===== src/rtl/cnn_result_argmax.sv =====
// Argmax over N_CLASS signed classifier results: captures a set, scans it one channel per cycle.
// Latency: accept edge k -> class_valid high in the cycle after edge k+N_CLASS; next accept at k+N_CLASS+1.
// Backpressure: result_ready is high only in IDLE; result_valid seen while busy is dropped and counted.
//
// Ports:
//   clk_50M, reset_n          clock, asynchronous active-low reset
//   result_bus/_valid/_ready  flattened result set (channel i at [i*RES_W +: RES_W]) with handshake
//   class_idx, class_max      winning channel index and its signed value, held between updates
//   class_valid               one-cycle pulse when class_idx/class_max update
//   overrun_cnt               saturating count of cycles result_valid was high while busy
//   led                       class_idx zero-extended/truncated to 4 bits
//   dbg_trig                  only with CNN_ARGMAX_DBG_TRIG_EN: captured channels from bit 0, then
//                             class_idx, rest zero (requires N_CLASS*RES_W+IDX_W <= 256)
module cnn_result_argmax #(
    parameter int N_CLASS = 10,
    parameter int RES_W   = 23,
    parameter int IDX_W   = 4
) (
    input  logic                       clk_50M,
    input  logic                       reset_n,
    input  logic [N_CLASS*RES_W-1:0]   result_bus,
    input  logic                       result_valid,
    output logic                       result_ready,
    output logic [IDX_W-1:0]           class_idx,
    output logic [RES_W-1:0]           class_max,
    output logic                       class_valid,
    output logic [7:0]                 overrun_cnt,
    output logic [3:0]                 led
`ifdef CNN_ARGMAX_DBG_TRIG_EN
    ,
    output logic [255:0]               dbg_trig
`endif
);

    // Internal pointers are sized to the channel count so array selects match exactly.
    localparam int PTR_W = $clog2(N_CLASS);
    localparam int EXT_W = (IDX_W > 4) ? IDX_W : 4;

    typedef enum logic [1:0] {
        IDLE = 2'd0,
        SCAN = 2'd1,
        DONE = 2'd2
    } state_t;

    state_t                  state;
    logic signed [RES_W-1:0] cap [N_CLASS];
    logic [PTR_W-1:0]        ptr;
    logic [PTR_W-1:0]        best_idx;
    logic signed [RES_W-1:0] best_val;
    logic [EXT_W-1:0]        idx_ext;

    assign result_ready = (state == IDLE);

    always_ff @(posedge clk_50M or negedge reset_n) begin
        if (!reset_n) begin
            state       <= IDLE;
            for (int i = 0; i < N_CLASS; i++) begin
                cap[i] <= '0;
            end
            ptr         <= '0;
            best_idx    <= '0;
            best_val    <= '0;
            class_idx   <= '0;
            class_max   <= '0;
            class_valid <= 1'b0;
            overrun_cnt <= '0;
        end else begin
            class_valid <= 1'b0;

            // Sets offered while busy are dropped; count every such cycle, saturating.
            if (result_valid && (state != IDLE) && (overrun_cnt != 8'hFF)) begin
                overrun_cnt <= overrun_cnt + 8'd1;
            end

            case (state)
                IDLE: begin
                    if (result_valid) begin
                        for (int i = 0; i < N_CLASS; i++) begin
                            cap[i] <= result_bus[i*RES_W +: RES_W];
                        end
                        // Channel 0 seeds the running best, so the scan starts at channel 1.
                        best_val <= result_bus[RES_W-1:0];
                        best_idx <= '0;
                        ptr      <= PTR_W'(1);
                        state    <= SCAN;
                    end
                end

                SCAN: begin
                    // Strictly greater only: ties keep the lower index already held.
                    if (cap[ptr] > best_val) begin
                        best_val <= cap[ptr];
                        best_idx <= ptr;
                    end
                    ptr <= ptr + 1'b1;
                    if (ptr == PTR_W'(N_CLASS - 1)) begin
                        state <= DONE;
                    end
                end

                DONE: begin
                    class_idx   <= IDX_W'(best_idx);
                    class_max   <= best_val;
                    class_valid <= 1'b1;
                    state       <= IDLE;
                end

                default: begin
                    state <= IDLE;
                end
            endcase
        end
    end

    assign idx_ext = EXT_W'(class_idx);
    assign led     = idx_ext[3:0];

`ifdef CNN_ARGMAX_DBG_TRIG_EN
    always_comb begin
        dbg_trig = '0;
        for (int i = 0; i < N_CLASS; i++) begin
            dbg_trig[i*RES_W +: RES_W] = cap[i];
        end
        dbg_trig[N_CLASS*RES_W +: IDX_W] = class_idx;
    end
`endif

endmodule


===== config.mk =====
export PLATFORM = sky130hd
export DESIGN_NAME = cnn_result_argmax
export DESIGN_NICKNAME = d
export VERILOG_FILES = /design/src/rtl/cnn_result_argmax.sv
export SDC_FILE = /design/constraint.sdc
export NUM_CORES = 1
export LEC_CHECK = 0
export ABC_AREA = 1
export CELL_PAD_IN_SITES_DETAIL_PLACEMENT = 1
export CELL_PAD_IN_SITES_GLOBAL_PLACEMENT = 1
export CORE_AREA = 2 2 190 192
export DETAILED_ROUTE_END_ITERATION = 12
export DIE_AREA = 0 0 192 194
export PLACE_DENSITY = 0.93
export SYNTH_ARGS = -nofsm -noshare
export SYNTH_HDL_FRONTEND = slang
export SYNTH_SLANG_ARGS = --single-unit

===== constraint.sdc =====
create_clock -name clk_50M -period 4.3 [get_ports clk_50M]
set_input_delay 0.86 -clock clk_50M [delete_from_list [all_inputs] [get_ports clk_50M]]
set_output_delay 0.86 -clock clk_50M [all_outputs]
set_load 0.01 [all_outputs]

[Yosys cells after proc, flatten, opt, wreduce, memory -nomap -nowiden]
Cells that the tools add are included.
Storage, ports and cells
  flip-flop bits (word level): 299
  input bits: 233
  output and inout bits: 41
  word-level logic and storage cells: 54
Operators by class
  $add $sub $neg: 2
  order comparisons: 2
  equal/unequal tests: 7
  multiplexer cells: 15
  bitwise logic cells: 1
  reduce and logical (&&, ||, !) cells: 9
Operators by type and width (number)
  binary-select mux 23 bit (select 4 bit): 1
  two-way mux 23 bit: 4
  case mux 23 bit (2 select lines): 1
  > comparator 23 bit: 1
  case mux 4 bit (2 select lines): 2
  two-way mux 4 bit: 3
  adder 8 x 1 -> 8 bit, second input constant: 1
  inequality test 8 bit, second input constant: 1
  inequality test 2 bit, second input constant: 3
  AND reduction 2 bit: 3
  >= comparator 5 bit, second input constant: 1
  inverter 4 -> 5 bit: 1
  adder 4 x 1 -> 4 bit, second input constant: 1
  equality test 4 bit, second input constant: 1
  two-way mux 2 bit: 2
  case mux 2 bit (2 select lines): 1
  nonzero test 2 bit: 2
  AND reduction 3 bit: 1
  equality test 2 x 1 -> 1 bit, second input constant: 1
  equality test 2 bit, second input constant: 1
  logical AND 1 bit: 2
  zero test 2 bit: 1
  two-way mux 1 bit: 1

[Depth between registers and ports, before layout]
  depth in word-level cells: 7
  depth in mapped cells: 24
  depth with buffers taken out: 20

[Worst setup path before layout]
OpenSTA, ideal clock, no wires.
  kind: register to register
  from: register ptr[0]
  to: register best_idx[2]
  library setup time: 0.117 ns
  arrival: 2.645 ns
  data required time: 4.183 ns
  path slack: 1.538 ns
  stages on the path, launching flop included: 22
  path buffers: 4
  period minus slack after synthesis: 2.762 ns
  path through: dfrtp_1 -> buf_4 -> clkinv_2 -> buf_2 -> buf_4 -> o21ai_0 -> o211ai_1 -> nand3_1 -> nand2_1 -> ha_1 -> nand2_1 -> nor2_2 -> nand2_1 -> nor2_2 -> nand2_1 -> nand3_1 -> nand2_1 -> nand3_4 -> nand2_4 -> buf_6 -> nand2_1 -> nand2_1
On the way
  longest elaborated chain between the ends: 7
RTL lines
  start, declared: line 47  | logic [PTR_W-1:0] ptr;
  start signal, assigned: line 95  | ptr <= ptr + 1'b1;
  inverter 4 -> 5 bit (not written as such): line 91  | if (cap[ptr] > best_val) begin
  binary-select mux 23 bit (select 4 bit): line 91
  two-way mux 23 bit (not written as such) (2 in series): line 91
  > comparator 23 bit: line 91
  inequality test 2 bit (no line)
  AND reduction 3 bit (no line)
  end signal, assigned: line 93  | best_idx <= ptr;
  end, declared: line 48  | logic [PTR_W-1:0] best_idx;
No other way between the ends. The select of a mux whose other input is x is not followed.
A chain may end at the register's enable or synchronous reset.

[Worst setup path after layout]
  from: register ptr[0]
  to: register best_idx[1]
The elaborated chain is that of the path after synthesis.

==> impl_metrics.env <==
export IMPL_leakage_uw=0.00922
export IMPL_critPathSlowestCell="dfrtp_4"
export IMPL_multi_input_area_um2=6030
export IMPL_port_buffers=273
export IMPL_required_ns=4.75
export IMPL_fin_ws_ns=0.510
export IMPL_cts_sinks=299
export IMPL_coreArea_um2=35200
export IMPL_fillers=4308
export IMPL_synth_seq_area_share_pct=52.3
export IMPL_cts_buffer_depth=3
export IMPL_antenna_found_initial=0
export IMPL_max_stage_delay_ns=0.50
export IMPL_tightestPinTransition_ns=1.19
export IMPL_final_core_util_pct=52.2
export IMPL_peakVddDrop_mv=0.422
export IMPL_yosysTopAreaCellShare_pct=52.3
export IMPL_cap_violations=0
export IMPL_chipHeight_um=194
export IMPL_dieWidth_um=192
export IMPL_synthDistinctLibCells=30
export IMPL_place_congestion=0.893
export IMPL_grt_pass1_wl_um=81400
export IMPL_detail_route_iter0_violations=1190
export IMPL_cts_root_buf="clkbuf_16"
export IMPL_skew_ns=0.0189
export IMPL_fin_setup_tns_ns=0
export IMPL_slew_violations=0
export IMPL_drt_vias_per_instance=5.31
export IMPL_synth_edf_count=0
export IMPL_dp_hpwl_um=37900
export IMPL_synth_yosys_warnings=0
export IMPL_rsz0062_at_grt="no"
export IMPL_fin_total_pwr_uw=15100
export IMPL_grt_usage_pct=28.2
export IMPL_wl_per_cell_um=20.1
export IMPL_drive_gt1_share_pct=3.73
export IMPL_wl_um=52000
export IMPL_path_clk_slew_ns=0.06
export IMPL_synth_flop_cell="dfrtp_1"
export IMPL_end_kind="flip-flop"
export IMPL_flow_area_growth_from_synthesis_pct=28.5
export IMPL_final_seq_area_um2=7490
export IMPL_hold_violations=0
export IMPL_grt_remaining_overflow=0
export IMPL_setup_viol=0
export IMPL_path_delay_family="simple AND/OR/NAND/NOR gates"
export IMPL_syn_area_um2=14300
export IMPL_syn_nets=2145
export IMPL_timing_final_crit_share_pct=88.1
export IMPL_io_pins=274
export IMPL_die_area_um2=37200
export IMPL_h_tree_depth=2
export IMPL_cts_buffers=35
export IMPL_ys_ff_latch=299
export IMPL_yosys_area_top_type="dfrtp_1"
export IMPL_yosysMostFrequentCell="nand2_1"
export IMPL_antenna_left=0
export IMPL_critPathMaxFanout=55
export IMPL_arrival_ns=4.24
export IMPL_critPathLaunchType="flip-flop"
export IMPL_pwr_density_cell_nw_per_um2=819
export IMPL_dr_pass1_iters=5
export IMPL_path_cells="clkinv_2, buf_12, buf_12, nor2_1, o211ai_1, nand3_1, nand2_1, ha_1, nand2_1, inv_1, a21oi_1, nand2_1, nand2_1, nand3_1, nand2_1, nand3_4, nand2_4, nand2_1, nand2_1"
export IMPL_fin_nets=2356
export IMPL_drcViolationCount=0
export IMPL_path_class="reg -> reg"
export IMPL_crit_buf_inv=4
export IMPL_hold_path_class="in -> async"
export IMPL_holdWs_ns=0.406
export IMPL_status="finished clean"
export IMPL_cts_resized=0
export IMPL_floorplan_initialDensity_pct=40.6
export IMPL_synth_area_leaders="dfrtp_1 (52%), nand2_1 (24%), o21ai_0 (5.0%)"
export IMPL_pre_cts_ws_ns=0.582
export IMPL_syn_inst=1886
export IMPL_async_flop_share_pct=100
export IMPL_ys_top_cells_by_count="nand2_1 (924), dfrtp_1 (299), nor2_1 (159), o21ai_0 (142), inv_1 (66)"
export IMPL_cpMostUsedCell="nand2_1"
export IMPL_antenna_cells=0
export IMPL_worstSkewPairLatency_ns=0.53
export IMPL_relSlewSlack_pct=20.5
export IMPL_vias=13700
export IMPL_fmax_ghz=0.264
export IMPL_grt_max_degree=210
export IMPL_num_rows=69
export IMPL_syn_area_per_cell_um2=7.58
export IMPL_fin_crit_ns=3.79
export IMPL_cts_setup_buffers=0
export IMPL_grt_pass1_vias=14700
export IMPL_cts_hold_buf=0
export IMPL_cts_tree="yes"
==> final timing paths <==
path	startpoint	end	slack, ns	cells after the start
max	ptr[0]$_DFFE_PN0P_	best_idx[1]$_DFFE_PN0P_	0.51	19
min	reset_n	cap[106]$_DFFE_PN0P_	0.41	1
max reg2reg	ptr[0]$_DFFE_PN0P_	best_idx[1]$_DFFE_PN0P_	0.51	19
min reg2reg	cap[183]$_DFFE_PN0P_	cap[183]$_DFFE_PN0P_	0.46	2
max in group asynchronous	reset_n	cap[158]$_DFFE_PN0P_	2.73	2
min in group clk_50M	cap[183]$_DFFE_PN0P_	cap[183]$_DFFE_PN0P_	0.46	2
==> cells by family (layout without fill, tap and decap cells) <==
kind of cell	Yosys count	after routing	synth area share (%)
buf+inv	186	418	5.55
xor+xnor	6	6	0.367
fa+ha+maj	26	26	2.27
flops	299	299	52.3
compound gates	221	221	8.60
simple gates	1148	1148	30.9
==> power by group <==
group | internal (µW) | switching [µW]
registers | 4170 | 964
clock network | 1610 | 1180
logic | 2440 | 4700
==> per-layer routing <==
layer	up-vias	track usage [%]	share of wire (%)
met1	6720	37.0	41
met5	-	0	0
met3	121	3.82	6.2
li1	6312	-	-
met2	530	47.1	48
met4	0	11.1	4.1
==> state kept, by name, indices dropped and copies added, names as in the netlist, 2 cells and up <==
register,cells
best_idx,4
best_val,23
cap,230
class_idx,4
class_max,23
overrun_cnt,8
ptr,4
state,2
==> per-stage QoR <==
step	cells	instance area, µm²
after CTS	2579	18400
after global routing	2579	18400
after global placement	2521	17300
final	2579	18400
after floorplan	1886	14300
after detailed placement	2521	17300
==> final cells by class <==
| class | instances | area share [%] |
|---|---|---|
| Tap cell | 461 | 3.14 |
| Sequential cell | 299 | 40.7 |
| Timing Repair Buffer | 290 | 16.1 |
| Clock inverter | 12 | 0.545 |
| Multi-Input combinational cell | 1401 | 32.8 |
| Inverter | 70 | 1.48 |
| Clock buffer | 46 | 5.15 |
==> cell usage in the layout (no fill, tap or decap), types with 2 or more instances in the layout <==
master | netlist | layout
buf_4 | 7 | 9
xor2_1 | 2 | 2
clkbuf_16 | 0 | 35
o21ai_0 | 142 | 142
clkbuf_8 | 0 | 3
inv_1 | 66 | 66
o211ai_1 | 46 | 46
nor2_2 | 2 | 2
clkdlybuf4s50_1 | 0 | 272
o21ai_1 | 18 | 18
nand3_1 | 57 | 57
clkinv_2 | 1 | 8
xnor2_1 | 4 | 4
a21oi_1 | 10 | 10
nand2_1 | 924 | 924
a31oi_1 | 3 | 3
dfrtp_1 | 299 | 297
buf_12 | 0 | 8
ha_1 | 26 | 26
nor2_1 | 159 | 158
clkbuf_1 | 60 | 8
inv_6 | 0 | 3
No activity file was read; power rests on OpenSTA's default activity.
